### config.mk
export PLATFORM = sky130hd
export DESIGN_NAME = dp_instr_sequencer
export DESIGN_NICKNAME = d
export VERILOG_FILES = /design/src/rtl/dp_ctrl_pkg.sv /design/src/rtl/dp_cond_check.sv /design/src/rtl/dp_instr_sequencer.sv
export SDC_FILE = /design/constraint.sdc
export NUM_CORES = 1
export LEC_CHECK = 0
export ABC_AREA = 1
export BUFFER_PORTS_ARGS = -buffer_cell sky130_fd_sc_hd__buf_2
export CAP_MARGIN = 25
export CORE_AREA = 2 2 83 85
export DETAILED_ROUTE_END_ITERATION = 8
export DIE_AREA = 0 0 85 87
export PLACE_DENSITY = 0.72
export SLEW_MARGIN = 20
export SYNTH_ARGS = -nofsm -noshare
export SYNTH_HDL_FRONTEND = slang
export SYNTH_SLANG_ARGS = --single-unit
### constraint.sdc
create_clock -name Clk -period 1.5 [get_ports Clk]
set_input_delay 0.3 -clock Clk [delete_from_list [all_inputs] [get_ports Clk]]
set_output_delay 0.3 -clock Clk [all_outputs]
set_load 0.01 [all_outputs]
### src/rtl/dp_ctrl_pkg.sv
// Shared definitions for the data-processing control sequencer:
// state encoding, ALU no-op code, condition codes and flag bit positions.
package dp_ctrl_pkg;

  typedef enum logic [2:0] {
    ST_IDLE    = 3'd0,
    ST_DECODE  = 3'd1,
    ST_EXECUTE = 3'd2,
    ST_WRITE   = 3'd3,
    ST_PCINC   = 3'd4
  } state_e;

  localparam int OP_NOP = 17;

  localparam logic [3:0] COND_EQ = 4'h0;
  localparam logic [3:0] COND_NE = 4'h1;
  localparam logic [3:0] COND_CS = 4'h2;
  localparam logic [3:0] COND_CC = 4'h3;
  localparam logic [3:0] COND_MI = 4'h4;
  localparam logic [3:0] COND_PL = 4'h5;
  localparam logic [3:0] COND_VS = 4'h6;
  localparam logic [3:0] COND_VC = 4'h7;
  localparam logic [3:0] COND_HI = 4'h8;
  localparam logic [3:0] COND_LS = 4'h9;
  localparam logic [3:0] COND_GE = 4'hA;
  localparam logic [3:0] COND_LT = 4'hB;
  localparam logic [3:0] COND_GT = 4'hC;
  localparam logic [3:0] COND_LE = 4'hD;
  localparam logic [3:0] COND_AL = 4'hE;
  localparam logic [3:0] COND_NV = 4'hF;

  // TST/TEQ/CMP/CMN only set flags and never write a register
  localparam logic [3:0] OPC_CMP_LO = 4'd8;
  localparam logic [3:0] OPC_CMP_HI = 4'd11;

  localparam int FLAG_N = 3;
  localparam int FLAG_Z = 2;
  localparam int FLAG_C = 1;
  localparam int FLAG_V = 0;

  function automatic logic isCompare(input logic [3:0] opc);
    return (opc >= OPC_CMP_LO) && (opc <= OPC_CMP_HI);
  endfunction

endpackage

### src/rtl/dp_cond_check.sv
// Combinational ARM condition-field evaluator against the {N,Z,C,V} flags.
module dp_cond_check
  import dp_ctrl_pkg::*;
(
  input  logic [3:0] cond_i,
  input  logic [3:0] flags_i,
  output logic       pass_o
);

  logic n, z, c, v;

  assign n = flags_i[FLAG_N];
  assign z = flags_i[FLAG_Z];
  assign c = flags_i[FLAG_C];
  assign v = flags_i[FLAG_V];

  always_comb begin
    pass_o = 1'b0;
    case (cond_i)
      COND_EQ: pass_o = z;
      COND_NE: pass_o = !z;
      COND_CS: pass_o = c;
      COND_CC: pass_o = !c;
      COND_MI: pass_o = n;
      COND_PL: pass_o = !n;
      COND_VS: pass_o = v;
      COND_VC: pass_o = !v;
      COND_HI: pass_o = c && !z;
      COND_LS: pass_o = !c || z;
      COND_GE: pass_o = (n == v);
      COND_LT: pass_o = (n != v);
      COND_GT: pass_o = !z && (n == v);
      COND_LE: pass_o = z || (n != v);
      COND_AL: pass_o = 1'b1;
      COND_NV: pass_o = 1'b0;
      default: pass_o = 1'b0;
    endcase
  end

endmodule

### src/rtl/dp_instr_sequencer.sv
// Multi-cycle control sequencer for one ARM data-processing instruction.
// Outputs are registered from the current state, so they trail the state by one cycle.
module dp_instr_sequencer
  import dp_ctrl_pkg::*;
#(
  parameter int OP_WIDTH    = 5,
  parameter int RSLCT_WIDTH = 20,
  parameter int PC_REG      = 15
) (
  input  logic                   Clk,
  input  logic                   RESET,
  input  logic                   start,
  input  logic [31:0]            IR_in,
  input  logic [3:0]             FLAGS,
  output logic                   busy,
  output logic                   done,
  output logic                   illegal,
  output logic [31:0]            IR,
  output logic [RSLCT_WIDTH-1:0] RSLCT,
  output logic [OP_WIDTH-1:0]    OP,
  output logic                   S,
  output logic                   ALU_OUT,
  output logic                   LOAD,
  output logic                   LOADPC,
  output logic                   IR_CU
);

  state_e                 state_q, state_d;
  logic [31:0]            ir_q, ir_d;
  logic [RSLCT_WIDTH-1:0] rslct_q, rslct_d;
  logic [OP_WIDTH-1:0]    op_q, op_d;
  logic                   busy_q, busy_d;
  logic                   done_q, done_d;
  logic                   illegal_q, illegal_d;
  logic                   illegalPend_q, illegalPend_d;
  logic                   s_q, s_d;
  logic                   aluOut_q, aluOut_d;
  logic                   load_q, load_d;
  logic                   loadPc_q, loadPc_d;
  logic                   irCu_q;

  logic                   condPass;
  logic [3:0]             opcode;
  logic                   isDataProc;
  logic                   cmpOp;
  logic                   rdIsPc;

  assign opcode     = ir_q[24:21];
  assign isDataProc = (ir_q[27:26] == 2'b00);
  assign cmpOp      = isCompare(opcode);
  assign rdIsPc     = (ir_q[15:12] == 4'(PC_REG));

  dp_cond_check u_cond_check (
    .cond_i  (ir_q[31:28]),
    .flags_i (FLAGS),
    .pass_o  (condPass)
  );

  always_ff @(posedge Clk or negedge RESET) begin
    if (!RESET) begin
      state_q       <= ST_IDLE;
      ir_q          <= '0;
      rslct_q       <= '0;
      op_q          <= OP_WIDTH'(OP_NOP);
      busy_q        <= 1'b0;
      done_q        <= 1'b0;
      illegal_q     <= 1'b0;
      illegalPend_q <= 1'b0;
      s_q           <= 1'b0;
      aluOut_q      <= 1'b0;
      load_q        <= 1'b0;
      loadPc_q      <= 1'b0;
      irCu_q        <= 1'b0;
    end else begin
      state_q       <= state_d;
      ir_q          <= ir_d;
      rslct_q       <= rslct_d;
      op_q          <= op_d;
      busy_q        <= busy_d;
      done_q        <= done_d;
      illegal_q     <= illegal_d;
      illegalPend_q <= illegalPend_d;
      s_q           <= s_d;
      aluOut_q      <= aluOut_d;
      load_q        <= load_d;
      loadPc_q      <= loadPc_d;
      irCu_q        <= 1'b1;
    end
  end

  // In IDLE with busy still set, the previous instruction's last strobes are on the
  // outputs; that cycle emits done, and a new start is only taken once busy has dropped.
  always_comb begin
    state_d       = state_q;
    ir_d          = ir_q;
    rslct_d       = rslct_q;
    busy_d        = busy_q;
    illegalPend_d = illegalPend_q;
    done_d        = 1'b0;
    illegal_d     = 1'b0;
    op_d          = OP_WIDTH'(OP_NOP);
    s_d           = 1'b0;
    aluOut_d      = 1'b0;
    load_d        = 1'b0;
    loadPc_d      = 1'b0;

    case (state_q)
      ST_IDLE: begin
        if (busy_q) begin
          done_d    = 1'b1;
          illegal_d = illegalPend_q;
          busy_d    = 1'b0;
        end else if (start) begin
          ir_d          = IR_in;
          rslct_d       = RSLCT_WIDTH'({IR_in[15:12], IR_in[11:8], IR_in[3:0],
                                        IR_in[19:16], 4'hF});
          busy_d        = 1'b1;
          illegalPend_d = 1'b0;
          state_d       = ST_DECODE;
        end
      end
      ST_DECODE: begin
        if (!isDataProc) begin
          illegalPend_d = 1'b1;
          state_d       = ST_PCINC;
        end else if (!condPass) begin
          state_d = ST_PCINC;
        end else begin
          state_d = ST_EXECUTE;
        end
      end
      ST_EXECUTE: begin
        op_d     = OP_WIDTH'({1'b0, opcode});
        aluOut_d = 1'b1;
        state_d  = ST_WRITE;
      end
      ST_WRITE: begin
        op_d     = OP_WIDTH'({1'b0, opcode});
        aluOut_d = 1'b1;
        s_d      = ir_q[20];
        if (cmpOp) begin
          s_d     = 1'b1;
          state_d = ST_PCINC;
        end else if (!rdIsPc) begin
          load_d  = 1'b1;
          state_d = ST_PCINC;
        end else begin
          loadPc_d = 1'b1;
          state_d  = ST_IDLE;
        end
      end
      ST_PCINC: begin
        loadPc_d = 1'b1;
        state_d  = ST_IDLE;
      end
      default: state_d = ST_IDLE;
    endcase
  end

  assign busy    = busy_q;
  assign done    = done_q;
  assign illegal = illegal_q;
  assign IR      = ir_q;
  assign RSLCT   = rslct_q;
  assign OP      = op_q;
  assign S       = s_q;
  assign ALU_OUT = aluOut_q;
  assign LOAD    = load_q;
  assign LOADPC  = loadPc_q;
  assign IR_CU   = irCu_q;

endmodule

==> summary.txt <==
Outcome
  – Status: complete, no violations

Critical path
  – Setup crit start kind: flip-flop
  – Required time of the critical path: 1.70 ns
  – R2R Path Start: IR[29]
  – Crit-path max FO: 10
  – Critical path class: flip-flop to flip-flop
  – Worst reg2reg setup slack: between 0.15 and 0.2 ns
  – R2r endpoint: state_q[2]
  – Setup crit end kind: flip-flop
  – Cells on worst reg2reg path: 10
  – Worst Path Arrival: 1.53 ns

Timing
  – # setup viols final: 0
  – Setup tns final: 0 ns
  – Final hold vios: 0
  – RSZ-0062 raised after global routing: false
  – Clock period minus worst slack: around 1.3 ns
  – Max-slew violations: 0
  – Final setup margin: 0.1690 ns
  – Fmax achieved: roughly 750 MHz
  – Final worst path period share: between 80% and 90%
  – Worst Skew: just under 0.006 ns

Yosys
  – Synth Area in Adders: 0%
  – Main combinational cell family by area after synthesis: simple AND/OR/NAND/NOR gates
  – Compound-cell area share of the yosys netlist: under 10%
  – Library cells used by synthesis: 20
  – Post-Syn Instances: around 270
  – Post-synthesis mux area share: 0%
  – Dominant cell type by area after synthesis: dfrtp_1
  – Simple-Gate Fraction of Synth Area: 26.76%
  – Post-Synth XOR/XNOR Area: 0%
  – Top post-synthesis cells by area: dfrtp_1, nand2_1, buf_4, inv_1, nor2_1
  – Post-synthesis sequential area ratio: roughly 56%
  – Mapped Area: around 2200 um^2
  – Flops & latches, synth: 50
  – Synth Warn #: 0
  – Top cell type's share of synthesized area: between 50 and 60%
  – Mapped Avg Cell Area: approximately 8.4 um^2
  – Synthesized Nets: 304

Detailed routing
  – Starting DRT DRC Count: 70
  – Via count: 1920
  – Final ANT Viol Nets: 0
  – Vias/cell: approximately 4.4
  – DR pass1 iterations: 4
  – # DRC: 0
  – WL final: about 5 mm
  – Routed length per instance: between 10 and 15 um

Min path
  – Min-Delay Path Depth: 3
  – Min-delay src: IR_in[14]
  – Hold worst-path end: IR[14]
  – Hold Path Class: input port to flip-flop

Clock tree
  – Clk Latency, worst-skew pair: approximately 0.30 ns
  – CTS Root Cell: clkbuf_8
  – Clock-pin slew on the worst setup and hold paths: approximately 0.090 ns
  – CTS tree: yes
  – TritonCTS Buffers: 5
  – H-Tree Depth: 2
  – Sink Count: 50
  – Clock tree buffer depth: 2
  – # Post-CTS Setup Buffers: 0

Pwr
  – Peak VDD IR: just over 0.7 mV
  – Pwr dens: 2078 nW/um^2
  – Leakage: roughly 1.7 nW

Final layout
  – Ant. Diodes: 0
  – Post-layout util: 43.54%
  – Layout cell share with drive strength beyond 1: 35.85%
  – Finished Layout Cells: 437
  – Net count, final: between 300 and 400
  – Layout area overhead: 28.79%

Run
  – Max Cap Viol: 0

Place
  – Place WS: about 0.066 ns
  – PortBufs: between 100 and 150
  – Final HPWL DP: ~3.8 mm
  – Placed Cells: around 430
  – Gpl congestion: a little over 0.8

Floorplan
  – Num ports: roughly 100
  – Initial Util: around 34%
  – Die area: approximately 7400 um^2
  – # rows: 30
  – Die Width: approximately 85 um
  – Core ar.: ~6600 um^2
  – Die height: about 87 um

Global routing
  – Global Route Usage Sum: roughly an eighth
  – Global-route wire length before repair: between 7 and 8 mm
  – Vias in the first global route: between 1500 and 2000
  – GRT overflow: 0
  – Largest net degree at the start of global routing: 31
  – Initial antenna violation count: 0
==> cell type report <==
type | instances | area, um^2
Tap cell | 80 | 100.1
Fill cell | 669 | 3709
Timing Repair Buffer | 111 | 603.1
Clock inverter | 2 | 60.06
Multi-Input combinational cell | 167 | 679.4
Inverter | 21 | 78.83
Sequential cell | 50 | 1256
Clock buffer | 6 | 82.58
==> Yosys cell counts <==
master   number
dfstp_2       2
o21ai_1       1
buf_6         5
a21oi_1       1
inv_1        19
dfrtp_1      48
o22ai_1       1
or2_2         1
nand3_1       7
nor3_1        4
o21a_1        1
nor2_1       16
nand2_1     121
conb_1        1
buf_2         2
buf_4        20
o21ai_0      10
or2_1         2
inv_2         2
nor2_2        1
==> per-layer routing <==
metal	share of wire (%)	up-vias	GRT usage [%]
met5	0	-	0
met4	2.0	0	5.051
met3	6.1	8	3.791
met2	51	62	23.79
met1	41	892	14.62
li1	-	958	-
==> how the worst max path moves through the flow <==
stage | cells past startpoint | startpoint | end
6_report | 10 | IR[29] | state_q[2]
5_1_grt | 8 | state_q[2] | IR[28]
4_1_cts | 10 | IR[29] | state_q[2]
3_5_place_dp | 10 | IR[29] | state_q[2]
3_3_place_gp | 10 | IR[29] | state_q[2]
2_1_floorplan | 11 | IR[29] | state_q[2]
==> worst max-delay path, stage by stage (launching register included) <==
cell	delay, ns
dfrtp_2	0.48
nor3_2	0.21
nand2_1	0.08
nand2_1	0.06
nand2_1	0.04
nand3_1	0.08
nand2_1	0.05
nand2_1	0.08
nand2_1	0.05
nand2_1	0.05
nand2_1	0.04
==> flip-flops by register name, summed over array words and instances (netlist names) <==
register / cells
illegal: 1
LOADPC: 1
done: 1
ALU_OUT: 1
state_q: 3
S: 1
LOAD: 1
IR_CU: 1
IR: 32
illegalPend_q: 1
busy: 1
OP: 5
RSLCT: 1
==> logic make-up after synthesis <==
| kind of cell | count (synthesis) |
|---|---|
| other cells | 1 |
| buf+inv | 48 |
| compound gates | 14 |
| flops | 50 |
| simple gates | 152 |
==> stage by stage <==
stage               power (mW)  hold WS, ns  area [um^2]
global placement         4.752       0.2633         2698
detailed placement       4.830       0.2650         2698
floorplan                4.073     0.004409         2221
global route             6.426       0.1785         2860
finish                   5.943       0.1805         2860
CTS                      6.010       0.1748         2850
==> power breakdown <==
group / total (mW) / leakage [nW] / switching, mW / internal (mW)
Sequential: 2.29 / 0.624 / 0.397 / 1.89
Clock: 1.16 / 0.0714 / 0.445 / 0.711
Combinational: 2.50 / 0.979 / 1.49 / 1.01
Total: 5.94 / 1.67 / 2.33 / 3.61
==> placed cells by master (no fill, tap or decap), types with 2 or more instances in the layout <==
master and instances:
buf_12 2, buf_2 103, buf_4 5, bufinv_16 2, clkbuf_8 6, dfrtp_1 46
dfrtp_2 2, dfstp_2 2, inv_1 19, inv_2 2, nand2_1 120, nand3_1 7
nor2_1 16, nor3_1 3, o21ai_0 10, or2_1 2
==> repair_timing <==
action / in CTS / in global routing
setup endpoints to repair: 0 / 5
hold buffers: 1 / 0
resized for setup: 0 / 4
endpoints found under the hold margin: 14 / 0
Note: power is estimated with default switching activity, not from simulation.
